File: config.mk
export PLATFORM = sky130hd
export DESIGN_NAME = uart_tx
export DESIGN_NICKNAME = d
export VERILOG_FILES = /design/src/rtl/uart_pkg.sv /design/src/rtl/uart_baud_cnt.sv /design/src/rtl/uart_tx.sv
export SDC_FILE = /design/constraint.sdc
export NUM_CORES = 1
export LEC_CHECK = 0
export ABC_AREA = 0
export CAP_MARGIN = 20
export CORE_ASPECT_RATIO = 0.7
export CORE_MARGIN = 2
export CORE_UTILIZATION = 49
export CTS_CLUSTER_DIAMETER = 60
export CTS_CLUSTER_SIZE = 30
export DETAILED_ROUTE_END_ITERATION = 10
export PLACE_DENSITY = 0.78
export SLEW_MARGIN = 0
export SYNTH_ARGS = -nofsm -noshare
export SYNTH_HDL_FRONTEND = slang
export SYNTH_SLANG_ARGS = --single-unit
export TNS_END_PERCENT = 30
File: constraint.sdc
create_clock -name clk -period 1.6 [get_ports clk]
set_input_delay 0.16 -clock clk [delete_from_list [all_inputs] [get_ports clk]]
set_output_delay 0.16 -clock clk [all_outputs]
set_load 0.01 [all_outputs]
File: src/rtl/uart_pkg.sv
// Shared UART definitions: FSM state encoding and default bit period, used by
// both the transmitter and the receiver.
package uart_pkg;

    // 50 MHz system clock at 115200 baud.
    localparam int unsigned CLKS_PER_BIT_DEFAULT = 434;

    typedef enum logic [2:0] {
        StIdle,
        StStart,
        StData,
        StParity,
        StStop
    } uart_state_e;

endpackage

File: src/rtl/uart_baud_cnt.sv
// Bit-period counter: flags the last cycle of a bit and the cycle before it.
// Wraps to zero on its own at every bit boundary, or when clear is asserted.
module uart_baud_cnt
    import uart_pkg::*;
#(
    parameter int unsigned CLKS_PER_BIT = CLKS_PER_BIT_DEFAULT
) (
    input  logic clk,
    input  logic rst,
    input  logic clear,
    output logic bit_end,
    output logic bit_pre_end
);

    localparam int unsigned CntW = $clog2(CLKS_PER_BIT);

    logic [CntW-1:0] cnt_q, cnt_d;

    assign bit_end     = (cnt_q == CntW'(CLKS_PER_BIT - 1));
    assign bit_pre_end = (cnt_q == CntW'(CLKS_PER_BIT - 2));

    always_comb begin
        cnt_d = cnt_q + CntW'(1);
        if (clear || bit_end) begin
            cnt_d = '0;
        end
    end

    always_ff @(posedge clk) begin
        if (rst) begin
            cnt_q <= '0;
        end else begin
            cnt_q <= cnt_d;
        end
    end

endmodule

File: src/rtl/uart_tx.sv
// UART transmitter: start bit, DATA_BITS payload LSB first, optional even
// parity (define UART_TX_PARITY_EN), one stop bit. All outputs registered.
module uart_tx
    import uart_pkg::*;
#(
    parameter int unsigned CLKS_PER_BIT = CLKS_PER_BIT_DEFAULT,
    parameter int unsigned DATA_BITS    = 8
) (
    input  logic                 clk,
    input  logic                 rst,
    input  logic                 tx_start,
    input  logic [DATA_BITS-1:0] tx_data,
    output logic                 tx_serial,
    output logic                 tx_busy,
    output logic                 tx_done
);

    localparam int unsigned IdxW = $clog2(DATA_BITS);

    uart_state_e          state_q, state_d;
    logic [DATA_BITS-1:0] shift_q, shift_d;
    logic [IdxW-1:0]      idx_q, idx_d;
    logic                 serial_q, serial_d;
    logic                 busy_q, busy_d;
    logic                 done_q, done_d;
    logic                 cnt_clear;
    logic                 bit_end;
    logic                 bit_pre_end;
`ifdef UART_TX_PARITY_EN
    logic                 parity_q, parity_d;
`endif

    uart_baud_cnt #(
        .CLKS_PER_BIT (CLKS_PER_BIT)
    ) u_baud_cnt (
        .clk         (clk),
        .rst         (rst),
        .clear       (cnt_clear),
        .bit_end     (bit_end),
        .bit_pre_end (bit_pre_end)
    );

    // The final stop-bit cycle is the tx_done/IDLE cycle, so STOP itself lasts
    // one cycle short; this lets a request in the done cycle start the next
    // frame with no idle gap.
    always_comb begin
        state_d   = state_q;
        shift_d   = shift_q;
        idx_d     = idx_q;
        serial_d  = serial_q;
        busy_d    = busy_q;
        done_d    = 1'b0;
        cnt_clear = 1'b0;
`ifdef UART_TX_PARITY_EN
        parity_d  = parity_q;
`endif
        case (state_q)
            StIdle: begin
                cnt_clear = 1'b1;
                serial_d  = 1'b1;
                busy_d    = 1'b0;
                if (tx_start) begin
                    state_d  = StStart;
                    shift_d  = tx_data;
                    idx_d    = '0;
                    serial_d = 1'b0;
                    busy_d   = 1'b1;
`ifdef UART_TX_PARITY_EN
                    parity_d = ^tx_data;
`endif
                end
            end
            StStart: begin
                if (bit_end) begin
                    state_d  = StData;
                    serial_d = shift_q[0];
                    shift_d  = shift_q >> 1;
                end
            end
            StData: begin
                if (bit_end) begin
                    if (idx_q == IdxW'(DATA_BITS - 1)) begin
`ifdef UART_TX_PARITY_EN
                        state_d  = StParity;
                        serial_d = parity_q;
`else
                        state_d  = StStop;
                        serial_d = 1'b1;
`endif
                    end else begin
                        idx_d    = idx_q + IdxW'(1);
                        serial_d = shift_q[0];
                        shift_d  = shift_q >> 1;
                    end
                end
            end
`ifdef UART_TX_PARITY_EN
            StParity: begin
                if (bit_end) begin
                    state_d  = StStop;
                    serial_d = 1'b1;
                end
            end
`endif
            StStop: begin
                serial_d = 1'b1;
                if (bit_pre_end) begin
                    state_d   = StIdle;
                    busy_d    = 1'b0;
                    done_d    = 1'b1;
                    cnt_clear = 1'b1;
                end
            end
            default: begin
                state_d  = StIdle;
                serial_d = 1'b1;
                busy_d   = 1'b0;
            end
        endcase
    end

    always_ff @(posedge clk) begin
        if (rst) begin
            state_q  <= StIdle;
            shift_q  <= '0;
            idx_q    <= '0;
            serial_q <= 1'b1;
            busy_q   <= 1'b0;
            done_q   <= 1'b0;
`ifdef UART_TX_PARITY_EN
            parity_q <= 1'b0;
`endif
        end else begin
            state_q  <= state_d;
            shift_q  <= shift_d;
            idx_q    <= idx_d;
            serial_q <= serial_d;
            busy_q   <= busy_d;
            done_q   <= done_d;
`ifdef UART_TX_PARITY_EN
            parity_q <= parity_d;
`endif
        end
    end

    assign tx_serial = serial_q;
    assign tx_busy   = busy_q;
    assign tx_done   = done_q;

endmodule

# Yosys cells after proc, flatten, opt, wreduce, memory -nomap -nowiden
# Index checks and enable logic that the tools add are counted.
# word_totals
regBits	26
latchBits	0
ramBits	0
mem_bits_ro	0
in_bits	11
output_inout_bits	3
word_cells	60
memories	0
# classes
add_sub_neg	2
multipliers	0
div	0
magnitude_cmp	0
n_eq_ne	12
n_shift	0
n_mux	25
bitwise	2
reduce_logical	12
# op_table
op	count
8-bit 2-to-1 mux	4
3-bit 2-to-1 mux	8
8-bit case mux with 3 select lines	1
9-bit equality test, second input constant	2
3-bit case mux with 4 select lines	1
5-bit AND reduction	2
9-bit by 1-bit adder with 9-bit output, second input constant	1
2-bit != test, second input constant	4
1-bit 2-to-1 mux	7
3-bit equality test, second input constant	2
1-bit case mux with 3 select lines	2
3-bit case mux with 2 select lines	1
2-bit OR reduction	3
2-bit by 1-bit != test with 1-bit output, second input constant	2
2-bit AND reduction	2
4-bit AND reduction	1
3-bit by 1-bit adder with 3-bit output, second input constant	1
3-bit by 1-bit equality test with 1-bit output, second input constant	1
3-bit by 2-bit equality test with 1-bit output, second input constant	1
3-bit logical NOT	1
3-bit nonzero test	1
1-bit NOT	2
1-bit case mux with 2 select lines	1
2-bit nonzero test	1
1-bit logical OR	1

# Longest topological paths before layout
# logic_depth
word_depth	5
ltp_mapped	7
mapped_depth_nobuf	6

# Hierarchy
# Synthesis repeated with hierarchy kept, for this count alone.
# hier_totals
hier_cells	149
area_unflattened_um2	1395.1
# modules_own_cells
mod	n_inst	cells_per_inst	area_per_inst_um2	seq_area_each_um2
uart_tx	1	101	968.4	340.3
uart_baud_cnt	1	48	426.7	180.2

# Least setup slack after synthesis
# No wires, ideal clock.
# synth_path
kind	register to register
start	register idx_q[0]
end	register shift_q[4]
setup_ps	88
arrival_time_ps	1666
t_required_ps	1512
setup_slack_ps	-154
stages_incl_launch_ff	8
n_path_buf	1
synth_period_minus_slack_ps	1754
cell_sequence	dfxtp_1 > ha_1 > ha_1 > or3b_4 > a21oi_4 > buf_6 > a21oi_2 > a311oi_2
# synth_between
elab_chain_len	3
# synth_rtl
element	line	text
from (decl)	uart_tx.sv:22	logic [IdxW-1:0] idx_q, idx_d;
from (signal assigned)	uart_tx.sv:136	idx_q <= idx_d;
3-bit equality test	uart_tx.sv:82	if (idx_q == IdxW'(DATA_BITS - 1)) begin
2-bit != test (no line)	--	
5-bit AND reduction (no line)	--	
to (signal assigned)	uart_tx.sv:135	shift_q <= shift_d;
to (decl)	uart_tx.sv:21	logic [DATA_BITS-1:0] shift_q, shift_d;
# Every way passes these cells.
# A chain may end at the register's enable or synchronous reset.

# Final worst setup path
# layout_path
start	register idx_q[1]
end	register shift_q[0]
# Same word-level chain as after synthesis.

==> summary.txt <==
Layout
  • Most common cell after layout, fill and taps aside: buf_4
  • Nets@finish: 203
  • Synth-to-layout area growth: 48.91%
  • N_diodes: 0
  • Share of cells above drive strength 1: 39.25%
  • Fill cells: 173
  • Most frequent cells in the layout: 29 x buf_4, 20 x dfxtp_1, 15 x nor2_1

Logic synthesis
  • EDFF count, synth: 0
  • Top FF cell, synth: dfxtp_1
  • Post-Synthesis Net Count: 157
  • Post-Syn Area: 1323 um^2
  • Synth warnings: 0
  • Post-Syn Instances: 141
  • Seq/Total Area, Yosys: 39.36%
  • Synth Register Bits: 26
  • Syn_area_per_cell: 9.380 um^2
  • Async SR Flop Fraction: 0%
  • Synth unique cells: 42

Global route
  • GRT Util Overall: 23.44%
  • Initial antenna violation count: 0
  • First-pass GRT wire length: 5382 um
  • Vias in the first global route: 1182
  • GRT Residual Overflow: 0
  • Largest net degree at the start of global routing: 17

Place
  • DP Wirelength: 2336 um
  • PortBufs: 13
  • Setup WS pre-CTS: -0.2106 ns
  • GPL Wtd Cong: 0.8380

Route
  • Residual DRC count: 0
  • Wire per inst: 16.89 um
  • Via Count: 1271
  • 1st-iter DRT viols: 49
  • Total Wirelength: 3716 um
  • DRT antenna net count: 0
  • Vias/cell: 5.777
  • First-pass DRT Iterations: 4

Setup path
  • Critical setup path kind: register to register
  • Required @ worst endpoint: 1.79 ns
  • Critical Path End Type: register
  • CP arrival: 2.03 ns
  • Startpoint Class: register
  • Critical path peak fanout: 7
  • R2r setup slk: -0.25 ns

STA
  • RSZ-0062 raised after global routing: true
  • Fin Setup TNS: -2.096 ns
  • Worst Setup Slack, final: -0.2460 ns
  • Relative slew slack: 75.23%
  • Final setup fails: 14
  • Max Freq: 541.7 MHz
  • Clock skew: 0.005816 ns
  • Final period utilization: 115.4%
  • Max Slew Vio Count: 0
  • Slew @ Worst Pin: 0.3708 ns
  • Min Tclk post-route: 1.846 ns
  • Final Hold Fails: 0

Status
  • Status: finished with violations
  • Violated checks: negative setup slack

Clock network
  • TritonCTS clock tree: done
  • H-tree levels: 1
  • Clk_lat worst skew: 0.28 ns
  • CTS Buf Count: 3
  • Worst-path clk slew: 0.10 ns
  • Maximum buffer depth of the clock tree: 2
  • Clock root buffer: clkbuf_8
  • CTS sink count: 26

Floorplanning
  • Die Outline Area: 3137 um^2
  • I/O pins: 14
  • Rows: 15
  • Die height: 47.47 um
  • Core area: 2515 um^2
  • Die X: 66.10 um
  • Initial Utilization: 52.59%

Pwr
  • Internal power: 0.002081 W
  • Clk pwr share: 12.9%
  • Sequential power share: 27.6%
  • Comb pwr share: 59.5%
  • Psw: 0.001351 W
  • Peak supply drop: 1.258 mV
  • Switch share: 39.36%
  • Leak pwr: 0.7325 nW
  • Pwr dens: 1742 nW/um^2

Worst hold path
  • Hold WC Path Type: primary input to register

Job
  • Max-cap violations: 0
==> per-layer routing <==
layer | track usage [%] | up-vias | part of all wire (%)
met3 | 5.882 | 9 | 4.1
met4 | 6.531 | 0 | 1.5
met5 | 0 | - | 0
met1 | 29.45 | 617 | 46
li1 | - | 617 | -
met2 | 41.40 | 28 | 48
==> repair_timing <==
| action | 4_1_cts | 5_1_grt |
|---|---|---|
| cloned | 1 | 0 |
| gates resized for setup | 17 | 16 |
| hold buffers | 0 | 0 |
| endpoints found under the setup margin | 16 | 16 |
| buffers inserted | 8 | 2 |
| pin swaps | 20 | 11 |
==> layout make-up <==
class | count | area [um^2] | share of cell area, %
sequential | 26 | 528.0 | 26.81
inverter | 4 | 15.01 | 0.7624
clock buffer | 4 | 55.05 | 2.795
timing repair buffer | 48 | 450.4 | 22.87
tap | 34 | 42.54 | 2.160
multi-input combinational | 104 | 878.3 | 44.60
==> power by group through the flow <==
stage | registers (W) | logic, W | clock network [W]
floorplan | 0.000873 | 0.000981 | 0
global placement | 0.000906 | 0.00150 | 0
detailed placement | 0.000924 | 0.00156 | 0
CTS | 0.000927 | 0.00181 | 0.000444
global route | 0.000957 | 0.00217 | 0.000467
finish | 0.000946 | 0.00204 | 0.000442
==> critical path, cell delays in order (launching register included) <==
cell	delay (ns)
dfxtp_2	0.35
ha_4	0.16
ha_4	0.15
or3b_4	0.41
a21oi_4	0.23
buf_12	0.16
a21oi_1	0.08
a311oi_1	0.22
==> logic make-up after synthesis <==
family / after synthesis / synth area share [%]
mux: 7 / 5.298
fa+ha+maj: 5 / 4.730
buf+inv: 11 / 4.918
flops: 26 / 39.36
xor+xnor: 8 / 5.866
simple gates: 41 / 18.17
compound gates: 43 / 21.66
==> Yosys cell counts (2+ instances only) <==
| master | n | share of area (%) |
|---|---|---|
| a211oi_1 | 2 | 1.1 |
| mux2i_1 | 7 | 5.3 |
| a21oi_1 | 17 | 6.4 |
| o21ai_0 | 8 | 3.0 |
| nand3_1 | 5 | 1.9 |
| inv_1 | 4 | 1.1 |
| xnor2_1 | 5 | 3.3 |
| buf_6 | 2 | 1.7 |
| nor2_1 | 15 | 4.3 |
| nor2b_1 | 2 | 0.95 |
| a311oi_1 | 6 | 4.0 |
| and3_1 | 3 | 1.4 |
| ha_1 | 5 | 4.7 |
| buf_4 | 2 | 1.1 |
| nand2_1 | 2 | 0.57 |
| xor2_1 | 2 | 1.3 |
| or3_1 | 2 | 0.95 |
| o21bai_1 | 2 | 1.1 |
| or3b_1 | 2 | 1.3 |
| dfxtp_1 | 26 | 39 |
==> registers in the layout (all words and copies together), names as in the netlist <==
register	cells
u_baud_cnt.cnt_q	9
tx_done	1
tx_busy	1
state_q	3
shift_q	8
tx_serial	1
idx_q	3
==> final timing paths <==
path | from | end | cells past startpoint
worst max-delay path | idx_q[1] | shift_q[0] | 7
worst min-delay path | tx_data[7] | shift_q[7] | 3
worst max register to register | idx_q[1] | shift_q[0] | 7
worst min register to register | tx_busy | tx_busy | 2
==> metrics by stage <==
step | util, % | instances | area [um^2] | total power (W) | hold slack, ns
floorplan | - | 141 | 1350 | 0.001854 | 0.3273
global placement | 67.51 | 206 | 1698 | 0.002408 | 0.4668
detailed placement | 67.51 | 206 | 1698 | 0.002486 | 0.4741
CTS | 75.22 | 219 | 1892 | 0.003176 | 0.4613
global route | 78.31 | 220 | 1969 | 0.003594 | 0.5011
finish | 78.31 | 220 | 1969 | 0.003432 | 0.4821
No activity file was read; power rests on OpenSTA's default activity.
